File: src/rtl/chip8_blitter.sv
// CHIP-8 sprite blitter: XOR-draws sprite rows into byte-packed VRAM and clears VRAM.
// Optional collision detection is enabled by defining CHIP8_BLITTER_COLLISION_EN.
module chip8_blitter #(
    parameter int WIDTH  = 64,
    parameter int HEIGHT = 32,
    parameter int ADDR_W = 16
) (
    input  logic              clk_in,
    input  logic              rst_in,
    input  logic              draw_valid_in,
    output logic              draw_ready_out,
    input  logic [ADDR_W-1:0] sprite_addr_in,
    input  logic [7:0]        sprite_x_in,
    input  logic [6:0]        sprite_y_in,
    input  logic [3:0]        sprite_height_in,
    input  logic              wrap_in,
    input  logic              clear_in,
    output logic              done_out,
    output logic              collision_out,
    output logic              mem_valid_out,
    input  logic              mem_ready_in,
    output logic              mem_we_out,
    output logic              mem_type_out,
    output logic [ADDR_W-1:0] mem_addr_out,
    output logic [7:0]        mem_data_out,
    input  logic              mem_rvalid_in,
    input  logic [7:0]        mem_data_in
);
    localparam int XB_N   = WIDTH / 8;
    localparam int VBYTES = XB_N * HEIGHT;

    typedef enum logic [2:0] {IDLE, FETCH, RD_L, RD_R, WR_L, WR_R, CLEAR} state_t;

    state_t            state_q, state_d;
    logic              pend_q, pend_d;
    logic [ADDR_W-1:0] saddr_q, saddr_d;
    logic [6:0]        x0_q, x0_d, y_q, y_d;
    logic [3:0]        row_q, row_d, height_q, height_d;
    logic              wrap_q, wrap_d;
    logic [15:0]       line_q, line_d;
    logic              mem_valid_q, mem_valid_d, mem_we_q, mem_we_d, mem_type_q, mem_type_d;
    logic [ADDR_W-1:0] mem_addr_q, mem_addr_d;
    logic [7:0]        mem_data_q, mem_data_d;
    logic              done_q, done_d;

    logic              xfer, rdata_ok, skip_right, last_row, next_row, y_hit;
    logic [3:0]        xb_left, xb_right;
    logic [6:0]        y_inc;
    logic [ADDR_W-1:0] vaddr_left, vaddr_right;

    // A beat moves when mem_valid_out && mem_ready_in; request fields hold until then.
    // A read beat is followed by a wait for mem_rvalid_in before any new beat is raised.
    assign xfer           = mem_valid_q && mem_ready_in;
    assign rdata_ok       = pend_q && mem_rvalid_in;
    assign draw_ready_out = (state_q == IDLE) && !clear_in;

    assign xb_left     = 4'(x0_q >> 3);
    assign xb_right    = (xb_left == 4'(XB_N - 1)) ? 4'd0 : xb_left + 4'd1;
    assign vaddr_left  = ADDR_W'(y_q) * ADDR_W'(XB_N) + ADDR_W'(xb_left);
    assign vaddr_right = ADDR_W'(y_q) * ADDR_W'(XB_N) + ADDR_W'(xb_right);
    assign skip_right  = (x0_q[2:0] == 3'd0) || (!wrap_q && xb_left == 4'(XB_N - 1));
    assign y_inc       = y_q + 7'd1;
    assign y_hit       = (y_inc == 7'(HEIGHT));
    assign last_row    = (5'(row_q) + 5'd1 == 5'(height_q)) || (!wrap_q && y_hit);

    always_comb begin
        state_d     = state_q;
        pend_d      = pend_q;
        saddr_d     = saddr_q;
        x0_d        = x0_q;
        y_d         = y_q;
        row_d       = row_q;
        height_d    = height_q;
        wrap_d      = wrap_q;
        line_d      = line_q;
        mem_valid_d = mem_valid_q;
        mem_we_d    = mem_we_q;
        mem_type_d  = mem_type_q;
        mem_addr_d  = mem_addr_q;
        mem_data_d  = mem_data_q;
        done_d      = 1'b0;
        next_row    = 1'b0;

        if (xfer) begin
            mem_valid_d = 1'b0;
            if (!mem_we_q) pend_d = 1'b1;
        end
        if (rdata_ok) pend_d = 1'b0;

        case (state_q)
            IDLE: begin
                if (clear_in) begin
                    state_d     = CLEAR;
                    mem_valid_d = 1'b1;
                    mem_we_d    = 1'b1;
                    mem_type_d  = 1'b1;
                    mem_addr_d  = '0;
                    mem_data_d  = 8'h00;
                end else if (draw_valid_in) begin
                    // WIDTH and HEIGHT are powers of two, so masking is the modulo
                    saddr_d  = sprite_addr_in;
                    x0_d     = 7'(sprite_x_in) & 7'(WIDTH - 1);
                    y_d      = sprite_y_in & 7'(HEIGHT - 1);
                    row_d    = 4'd0;
                    height_d = sprite_height_in;
                    wrap_d   = wrap_in;
                    if (sprite_height_in == 4'd0) begin
                        done_d = 1'b1;
                    end else begin
                        state_d     = FETCH;
                        mem_valid_d = 1'b1;
                        mem_we_d    = 1'b0;
                        mem_type_d  = 1'b0;
                        mem_addr_d  = sprite_addr_in;
                        mem_data_d  = 8'h00;
                    end
                end
            end
            FETCH: if (rdata_ok) begin
                line_d      = {mem_data_in, 8'h00} >> x0_q[2:0];
                state_d     = RD_L;
                mem_valid_d = 1'b1;
                mem_we_d    = 1'b0;
                mem_type_d  = 1'b1;
                mem_addr_d  = vaddr_left;
            end
            RD_L: if (rdata_ok) begin
                state_d     = WR_L;
                mem_valid_d = 1'b1;
                mem_we_d    = 1'b1;
                mem_data_d  = line_q[15:8] ^ mem_data_in;
            end
            WR_L: if (xfer) begin
                if (skip_right) begin
                    next_row = 1'b1;
                end else begin
                    state_d     = RD_R;
                    mem_valid_d = 1'b1;
                    mem_we_d    = 1'b0;
                    mem_addr_d  = vaddr_right;
                    mem_data_d  = 8'h00;
                end
            end
            RD_R: if (rdata_ok) begin
                state_d     = WR_R;
                mem_valid_d = 1'b1;
                mem_we_d    = 1'b1;
                mem_data_d  = line_q[7:0] ^ mem_data_in;
            end
            WR_R: if (xfer) next_row = 1'b1;
            CLEAR: if (xfer) begin
                if (mem_addr_q == ADDR_W'(VBYTES - 1)) begin
                    state_d = IDLE;
                    done_d  = 1'b1;
                end else begin
                    mem_valid_d = 1'b1;
                    mem_addr_d  = mem_addr_q + ADDR_W'(1);
                end
            end
            default: state_d = IDLE;
        endcase

        if (next_row) begin
            if (last_row) begin
                state_d = IDLE;
                done_d  = 1'b1;
            end else begin
                row_d       = row_q + 4'd1;
                y_d         = y_hit ? 7'd0 : y_inc;
                state_d     = FETCH;
                mem_valid_d = 1'b1;
                mem_we_d    = 1'b0;
                mem_type_d  = 1'b0;
                mem_addr_d  = saddr_q + ADDR_W'(row_q + 4'd1);
                mem_data_d  = 8'h00;
            end
        end
    end

    always_ff @(posedge clk_in or posedge rst_in) begin
        if (rst_in) begin
            state_q     <= IDLE;
            pend_q      <= 1'b0;
            saddr_q     <= '0;
            x0_q        <= '0;
            y_q         <= '0;
            row_q       <= '0;
            height_q    <= '0;
            wrap_q      <= 1'b0;
            line_q      <= '0;
            mem_valid_q <= 1'b0;
            mem_we_q    <= 1'b0;
            mem_type_q  <= 1'b0;
            mem_addr_q  <= '0;
            mem_data_q  <= '0;
            done_q      <= 1'b0;
        end else begin
            state_q     <= state_d;
            pend_q      <= pend_d;
            saddr_q     <= saddr_d;
            x0_q        <= x0_d;
            y_q         <= y_d;
            row_q       <= row_d;
            height_q    <= height_d;
            wrap_q      <= wrap_d;
            line_q      <= line_d;
            mem_valid_q <= mem_valid_d;
            mem_we_q    <= mem_we_d;
            mem_type_q  <= mem_type_d;
            mem_addr_q  <= mem_addr_d;
            mem_data_q  <= mem_data_d;
            done_q      <= done_d;
        end
    end

    assign mem_valid_out = mem_valid_q;
    assign mem_we_out    = mem_we_q;
    assign mem_type_out  = mem_type_q;
    assign mem_addr_out  = mem_addr_q;
    assign mem_data_out  = mem_data_q;
    assign done_out      = done_q;

`ifdef CHIP8_BLITTER_COLLISION_EN
    logic coll_q, coll_d;

    // A hit is any sprite bit landing on a lit VRAM bit of the byte just read
    always_comb begin
        coll_d = coll_q;
        if (draw_ready_out && draw_valid_in)
            coll_d = 1'b0;
        else if (rdata_ok && state_q == RD_L && |(line_q[15:8] & mem_data_in))
            coll_d = 1'b1;
        else if (rdata_ok && state_q == RD_R && |(line_q[7:0] & mem_data_in))
            coll_d = 1'b1;
    end

    always_ff @(posedge clk_in or posedge rst_in) begin
        if (rst_in) coll_q <= 1'b0;
        else        coll_q <= coll_d;
    end

    assign collision_out = coll_q;
`else
    assign collision_out = 1'b0;
`endif
endmodule

File: config.mk
export PLATFORM = sky130hd
export DESIGN_NAME = chip8_blitter
export DESIGN_NICKNAME = d
export VERILOG_FILES = /design/src/rtl/chip8_blitter.sv
export SDC_FILE = /design/constraint.sdc
export NUM_CORES = 1
export LEC_CHECK = 0
export ABC_AREA = 1
export BUFFER_PORTS_ARGS = -buffer_cell sky130_fd_sc_hd__buf_2
export CORE_UTILIZATION = 35
export CTS_BUF_LIST = sky130_fd_sc_hd__clkbuf_4
export CTS_CLUSTER_SIZE = 20
export DETAILED_ROUTE_END_ITERATION = 7
export PLACE_DENSITY = 0.62
export SLEW_MARGIN = 5
export SYNTH_ARGS = -nofsm -noshare
export SYNTH_HDL_FRONTEND = slang
export SYNTH_SLANG_ARGS = --single-unit
File: constraint.sdc
create_clock -name clk_in -period 8.04 [get_ports clk_in]
set_input_delay 1.206 -clock clk_in [delete_from_list [all_inputs] [get_ports clk_in]]
set_output_delay 1.206 -clock clk_in [all_outputs]
set_load 0.02 [all_outputs]
* Word-level counts from Yosys, hierarchy flattened
Cells that the tools add are included.
Word-level totals: word-level logic and storage cells 158, output and inout port bits 30, flip-flop bits (word level) 86
Cells by class: shift operators 1, reduce and logical (&&, ||, !) cells 19, bitwise operators 3, $add $sub $neg 9, eq/ne operators 21, multiplexer cells 90
Operators by type and width (count):
- two-way mux 16 bit | 10
- two-way mux 8 bit | 9
- case mux 16 bit (4 select lines) | 1
- two-way mux 7 bit | 6
- two-way mux 1 bit | 40
- two-way mux 3 bit | 11
- case mux 8 bit (4 select lines) | 1
- two-way mux 4 bit | 6
- inequality test 3 bit (second input constant) | 7
- case mux 3 bit (7 select lines) | 1
- adder 16 x 1 -> 16 bit (second input constant) | 1
- adder 16 x 5 -> 16 bit | 1
- == test 16 x 8 -> 1 bit (second input constant) | 1
- >> shifter 16 x 3 -> 16 bit | 1
- bitwise XOR 8 bit | 2
- == test 3 bit (second input constant) | 4
- adder 10 x 3 -> 11 bit | 1
- adder 10 x 4 -> 11 bit | 1
- adder 4 x 1 -> 5 bit (second input constant) | 2
- AND reduction 10 bit | 1
- inequality test 4 bit (second input constant) | 2
- case mux 1 bit (4 select lines) | 2
- adder 7 x 1 -> 7 bit (second input constant) | 1
- == test 7 x 6 -> 1 bit (second input constant) | 1
- 19 further kinds | 30

* Longest topological paths before layout
depth in word-level cells 8, mapped depth 14, mapped depth without buffers 14

* Worst setup path after synthesis
OpenSTA, ideal clock, no wires.
kind input -> output, from input clear_in, to output draw_ready_out, required time 6.834 ns, setup slack 5.255 ns, path buffers 0, data arrival time 1.579 ns, stages on the path 3, path through inv_1 > nand3_1 > inv_2
Between the ends: cells in the longest elaborated chain, start to end 2
RTL lines:
- from (decl) | line 17 | input logic clear_in,
- zero test 1 bit | line 55 | assign draw_ready_out = (state_q == IDLE) && !clear_in;
- logical AND 1 bit | line 55
- to (decl) | line 11 | output logic draw_ready_out,
No other way between the ends.

* Final worst setup path
from input mem_ready_in, to register mem_addr_q[0] (netlist: mem_addr_out[0])
Between the ends: cells in the longest elaborated chain, start to end 5, elaborated cells on any way between the ends 9, classes of those cells mux (8); reduce/logical (1)
RTL lines:
- from (decl) | line 21 | input logic mem_ready_in,
- logical AND 1 bit * | line 53 | assign xfer = mem_valid_q && mem_ready_in;
- two-way mux 16 bit, on equally long branches | line 151, 133
- case mux 16 bit (4 select lines) | line 90 | case (state_q)
- two-way mux 16 bit | line 164 | if (last_row) begin
- two-way mux 16 bit * | line 163 | if (next_row) begin
- via mem_addr_d[0] | line 42 | logic [ADDR_W-1:0] mem_addr_q, mem_addr_d;
- to (signal assigned) | line 210 | mem_addr_q <= mem_addr_d;
- to (decl) | line 42
Mark *: on every way through the listed nets, which the timed path passes. The rest lies on a longest branch. A chain may end at the register's enable or synchronous reset.

==> results.py <==
metrics = {
    "run_status": {
        "status": "completed",
    },
    "global_routing": {
        "wire_length_of_the_first_global_routing_pass_um": 30500,
        "groute.usage.overall": 0.217,
        "antenna_found_initial": 1,
        "grt_max_degree": 51,
        "grt_pass1_vias": 5630,
        "grt-ovfl-total": 0,
    },
    "final_layout": {
        "area_of_the_multi_input_gates_sq_mm": 0.00347,
        "num-nets-final": 1059,
        "regArea_sq_mm": 0.00213,
        "syn_to_final_growth_pct": 10.7,
        "final_core_util": 0.396,
        "postLayoutCellArea_sq_mm": 0.00683,
        "fillerInstances": 1842,
        "drive_gt1_frac": 0.120,
    },
    "clock_tree": {
        "library_cell_used_as_clock_root_buffer": "sky130_fd_sc_hd__clkbuf_4",
        "insertion_delay_ps": 490,
        "ctsHtreeMaxLevel": 3,
        "clkSlewWorstSetupHoldPaths_ps": 140,
        "cts_buffers": 9,
        "cts.repair.resized": 0,
        "hold_buffers_post_cts": 0,
        "cts_buffer_depth": 2,
        "clock_sink_count": 85,
        "cts_setup_buffers": 0,
        "cts_tree": "done",
    },
    "route": {
        "vias_per_cell": 5.09,
        "route.detailed.drc": 0,
        "total_number_of_vias": 6247,
        "wire_per_inst_um": 15.3,
        "postRouteWirelength_um": 18800,
        "drt_iter0_markers": 567,
        "antenna_left": 0,
        "detailedRoute.firstPassIterationCount": 6,
    },
    "sta": {
        "worst_slew_margin_rel": 0.284,
        "max_clock_freq_mhz": 298,
        "rsz_0062_raised_after_global_routing": "false",
        "report.final.setup_viol": 0,
        "timing.final.crit_share": 0.417,
        "max_slew.worst_pin.slew_ps": 1070,
        "finalWorstPathRequiredPeriod_ps": 3350,
        "timing.hold.ws_ps": 507,
        "slew_violations": 0,
        "final_hold_viol_count": 0,
        "clock_skew_ps": 26.5,
        "setup-tns-final_ps": 0,
        "timing.final.ws_setup_ps": 4690,
    },
    "synth": {
        "post_synth_instance_area_sq_mm": 0.00617,
        "postSynthAreaPerCell_sq_um": 6.59,
        "synthDistinctLibCells": 40,
        "synth-seq-area-share": 0.345,
        "number_of_instances_in_the_synthesized_netlist": 936,
        "synth_seq_cells": 85,
        "synthesis.nets": 998,
        "ys_warn_count": 0,
    },
    "critical_path": {
        "critical_path_peak_fanout": 17,
        "crit_arrival_ps": 3790,
        "start_kind": "input port",
        "worstSetupPathType": "in2reg",
        "critPathRequiredTime_ps": 8480,
        "timing.critical_path.to_type": "flop",
    },
    "place": {
        "place.port_buffers": 74,
        "preCtsSetupSlack_ps": 4170,
        "placed_cell_area_sq_mm": 0.00670,
        "place_hpwl_um": 14100,
        "routabilityCongestion": 0.957,
    },
    "floorplan": {
        "die_h_um": 135,
        "die_width_um": 135,
        "initial_core_utilization": 0.358,
        "die_area_sq_mm": 0.0182,
        "placement_rows": 48,
        "placeableCoreArea_sq_mm": 0.0172,
        "num_io_pins": 80,
    },
    "min_path": {
        "min-delay-path-class": "reg2reg",
    },
    "power": {
        "p_leak_nw": 3.53,
        "power_density_mw_per_mm2": 346,
        "ir_drop_v": 0.000124,
    },
    "flow_run": {
        "cap_viol_max_count": 0,
    },
}
==> cell usage in the layout, fill, tap and decap left out, drive strengths merged, types with 11 or more instances in the layout <==
| master | instances |
|---|---|
| nand3 | 81 |
| inv | 108 |
| nor3 | 12 |
| xor2 | 20 |
| o21ai | 71 |
| nor2 | 101 |
| a21oi | 16 |
| clkbuf | 11 |
| nand4 | 18 |
| nand2 | 322 |
| buf | 77 |
| ha | 11 |
| dfrtp | 85 |
| o221ai | 15 |
==> cell usage after synthesis <==
master,n,area (sq um)
sky130_fd_sc_hd__fa_1,1,20.0
sky130_fd_sc_hd__clkinv_1,2,7.51
sky130_fd_sc_hd__o211ai_1,9,67.6
sky130_fd_sc_hd__nand4_1,18,113
sky130_fd_sc_hd__o22ai_1,10,62.6
sky130_fd_sc_hd__nand3_4,1,17.5
sky130_fd_sc_hd__nand3_1,78,390
sky130_fd_sc_hd__o21ai_0,66,330
sky130_fd_sc_hd__nor3_2,1,10.0
sky130_fd_sc_hd__nand2_1,318,1190
sky130_fd_sc_hd__inv_2,4,15.0
sky130_fd_sc_hd__a21oi_2,1,8.76
sky130_fd_sc_hd__dfrtp_1,85,2130
sky130_fd_sc_hd__nor2_4,3,33.8
sky130_fd_sc_hd__o21ai_1,5,25.0
sky130_fd_sc_hd__nor3_1,11,55.1
sky130_fd_sc_hd__nand3b_1,8,60.1
sky130_fd_sc_hd__buf_4,2,15.0
sky130_fd_sc_hd__o21a_1,1,7.51
sky130_fd_sc_hd__a21oi_4,1,16.3
sky130_fd_sc_hd__nand2_2,4,25.0
sky130_fd_sc_hd__nor2_1,93,349
sky130_fd_sc_hd__inv_4,1,6.26
sky130_fd_sc_hd__o21bai_1,1,7.51
sky130_fd_sc_hd__clkbuf_1,10,37.5
sky130_fd_sc_hd__or2_2,4,25.0
sky130_fd_sc_hd__nand3_2,2,20.0
sky130_fd_sc_hd__xor2_1,20,175
sky130_fd_sc_hd__conb_1,1,3.75
sky130_fd_sc_hd__a21oi_1,14,70.1
sky130_fd_sc_hd__o221ai_1,15,131
sky130_fd_sc_hd__a22oi_1,1,7.51
sky130_fd_sc_hd__nor2_2,5,31.3
sky130_fd_sc_hd__inv_1,104,390
sky130_fd_sc_hd__o31ai_1,1,7.51
sky130_fd_sc_hd__buf_6,4,45.0
sky130_fd_sc_hd__xnor2_1,6,52.6
sky130_fd_sc_hd__ha_1,11,138
sky130_fd_sc_hd__a31oi_1,3,18.8
sky130_fd_sc_hd__buf_2,11,55.1
==> layer usage <==
metal  up-vias  share of wire  global-route usage
met4         0          0.023              0.0818
met1      2869           0.48               0.318
met5         -              0                   0
met3        27          0.060              0.0304
met2       191           0.44               0.322
li1       3160              -                   -
==> metrics by stage <==
stage          total power, mW  cells
2_1_floorplan             1.75    936
3_3_place_gp              2.09   1211
3_5_place_dp              2.10   1211
4_1_cts                   2.37   1227
5_1_grt                   2.59   1228
6_report                  2.36   1228
==> final cells by class <==
cell class	count	share of cell area
inverter	111	0.0615
clock buffer	11	0.0121
sequential	85	0.311
timing repair buffer	77	0.0575
antenna	1	0.000366
multi-input combinational	713	0.508
clock inverter	5	0.00751
tap	225	0.0412
==> cell families (layout without fill, tap and decap cells) <==
family                     count (synthesis)  in the layout  share of synthesized area
and+or+nand+nor                          546            546                      0.376
adders and majority gates                 12             12                     0.0255
DFF                                       85             85                      0.345
other                                      1              2                   0.000608
xor gates and xnor gates                  26             26                     0.0369
AOI/OAI and AO/OA                        128            128                      0.123
buffers and inverters                    138            204                     0.0926
==> worst paths after layout <==
check                                   start              end  slack [ps]  depth (start not counted)
worst min register to register     saddr_q[3]       saddr_q[3]         510                          2
worst max register to register  mem_valid_out  mem_addr_out[0]        5100                         11
worst min-delay path               saddr_q[3]       saddr_q[3]         510                          2
max in group asynchronous              rst_in      saddr_q[15]        6180                          3
min in group asynchronous              rst_in        line_q[6]         770                          2
worst max-delay path             mem_ready_in  mem_addr_out[0]        4690                         12
==> state kept, by name, indices dropped and copies added (netlist names) <==
| name | count |
|---|---|
| mem_addr_out | 16 |
| saddr_q | 16 |
| line_q | 15 |
| mem_data_out | 8 |
| y_q | 7 |
| x0_q | 6 |
| height_q | 4 |
| row_q | 4 |
| state_q | 3 |
| done_out | 1 |
| mem_type_out | 1 |
| mem_valid_out | 1 |
| mem_we_out | 1 |
| pend_q | 1 |
| wrap_q | 1 |
==> report_power, final <==
part / internal (mW) / total, mW / switching [mW]
logic: 0.432 / 1.26 / 0.829
clock network: 0.0997 / 0.259 / 0.160
registers: 0.614 / 0.845 / 0.231
==> critical path, stage by stage <==
cell and delay (ps):
sky130_fd_sc_hd__buf_2 110, sky130_fd_sc_hd__nand2_1 410, sky130_fd_sc_hd__clkinv_1 620, sky130_fd_sc_hd__nand3_2 380, sky130_fd_sc_hd__nand2_1 250, sky130_fd_sc_hd__nand2_2 280, sky130_fd_sc_hd__nor2_4 70, sky130_fd_sc_hd__a21oi_1 180
sky130_fd_sc_hd__nor2_1 70, sky130_fd_sc_hd__nand2_1 60, sky130_fd_sc_hd__nand2_1 80, sky130_fd_sc_hd__inv_1 50
(Power assumes the default switching activity.)
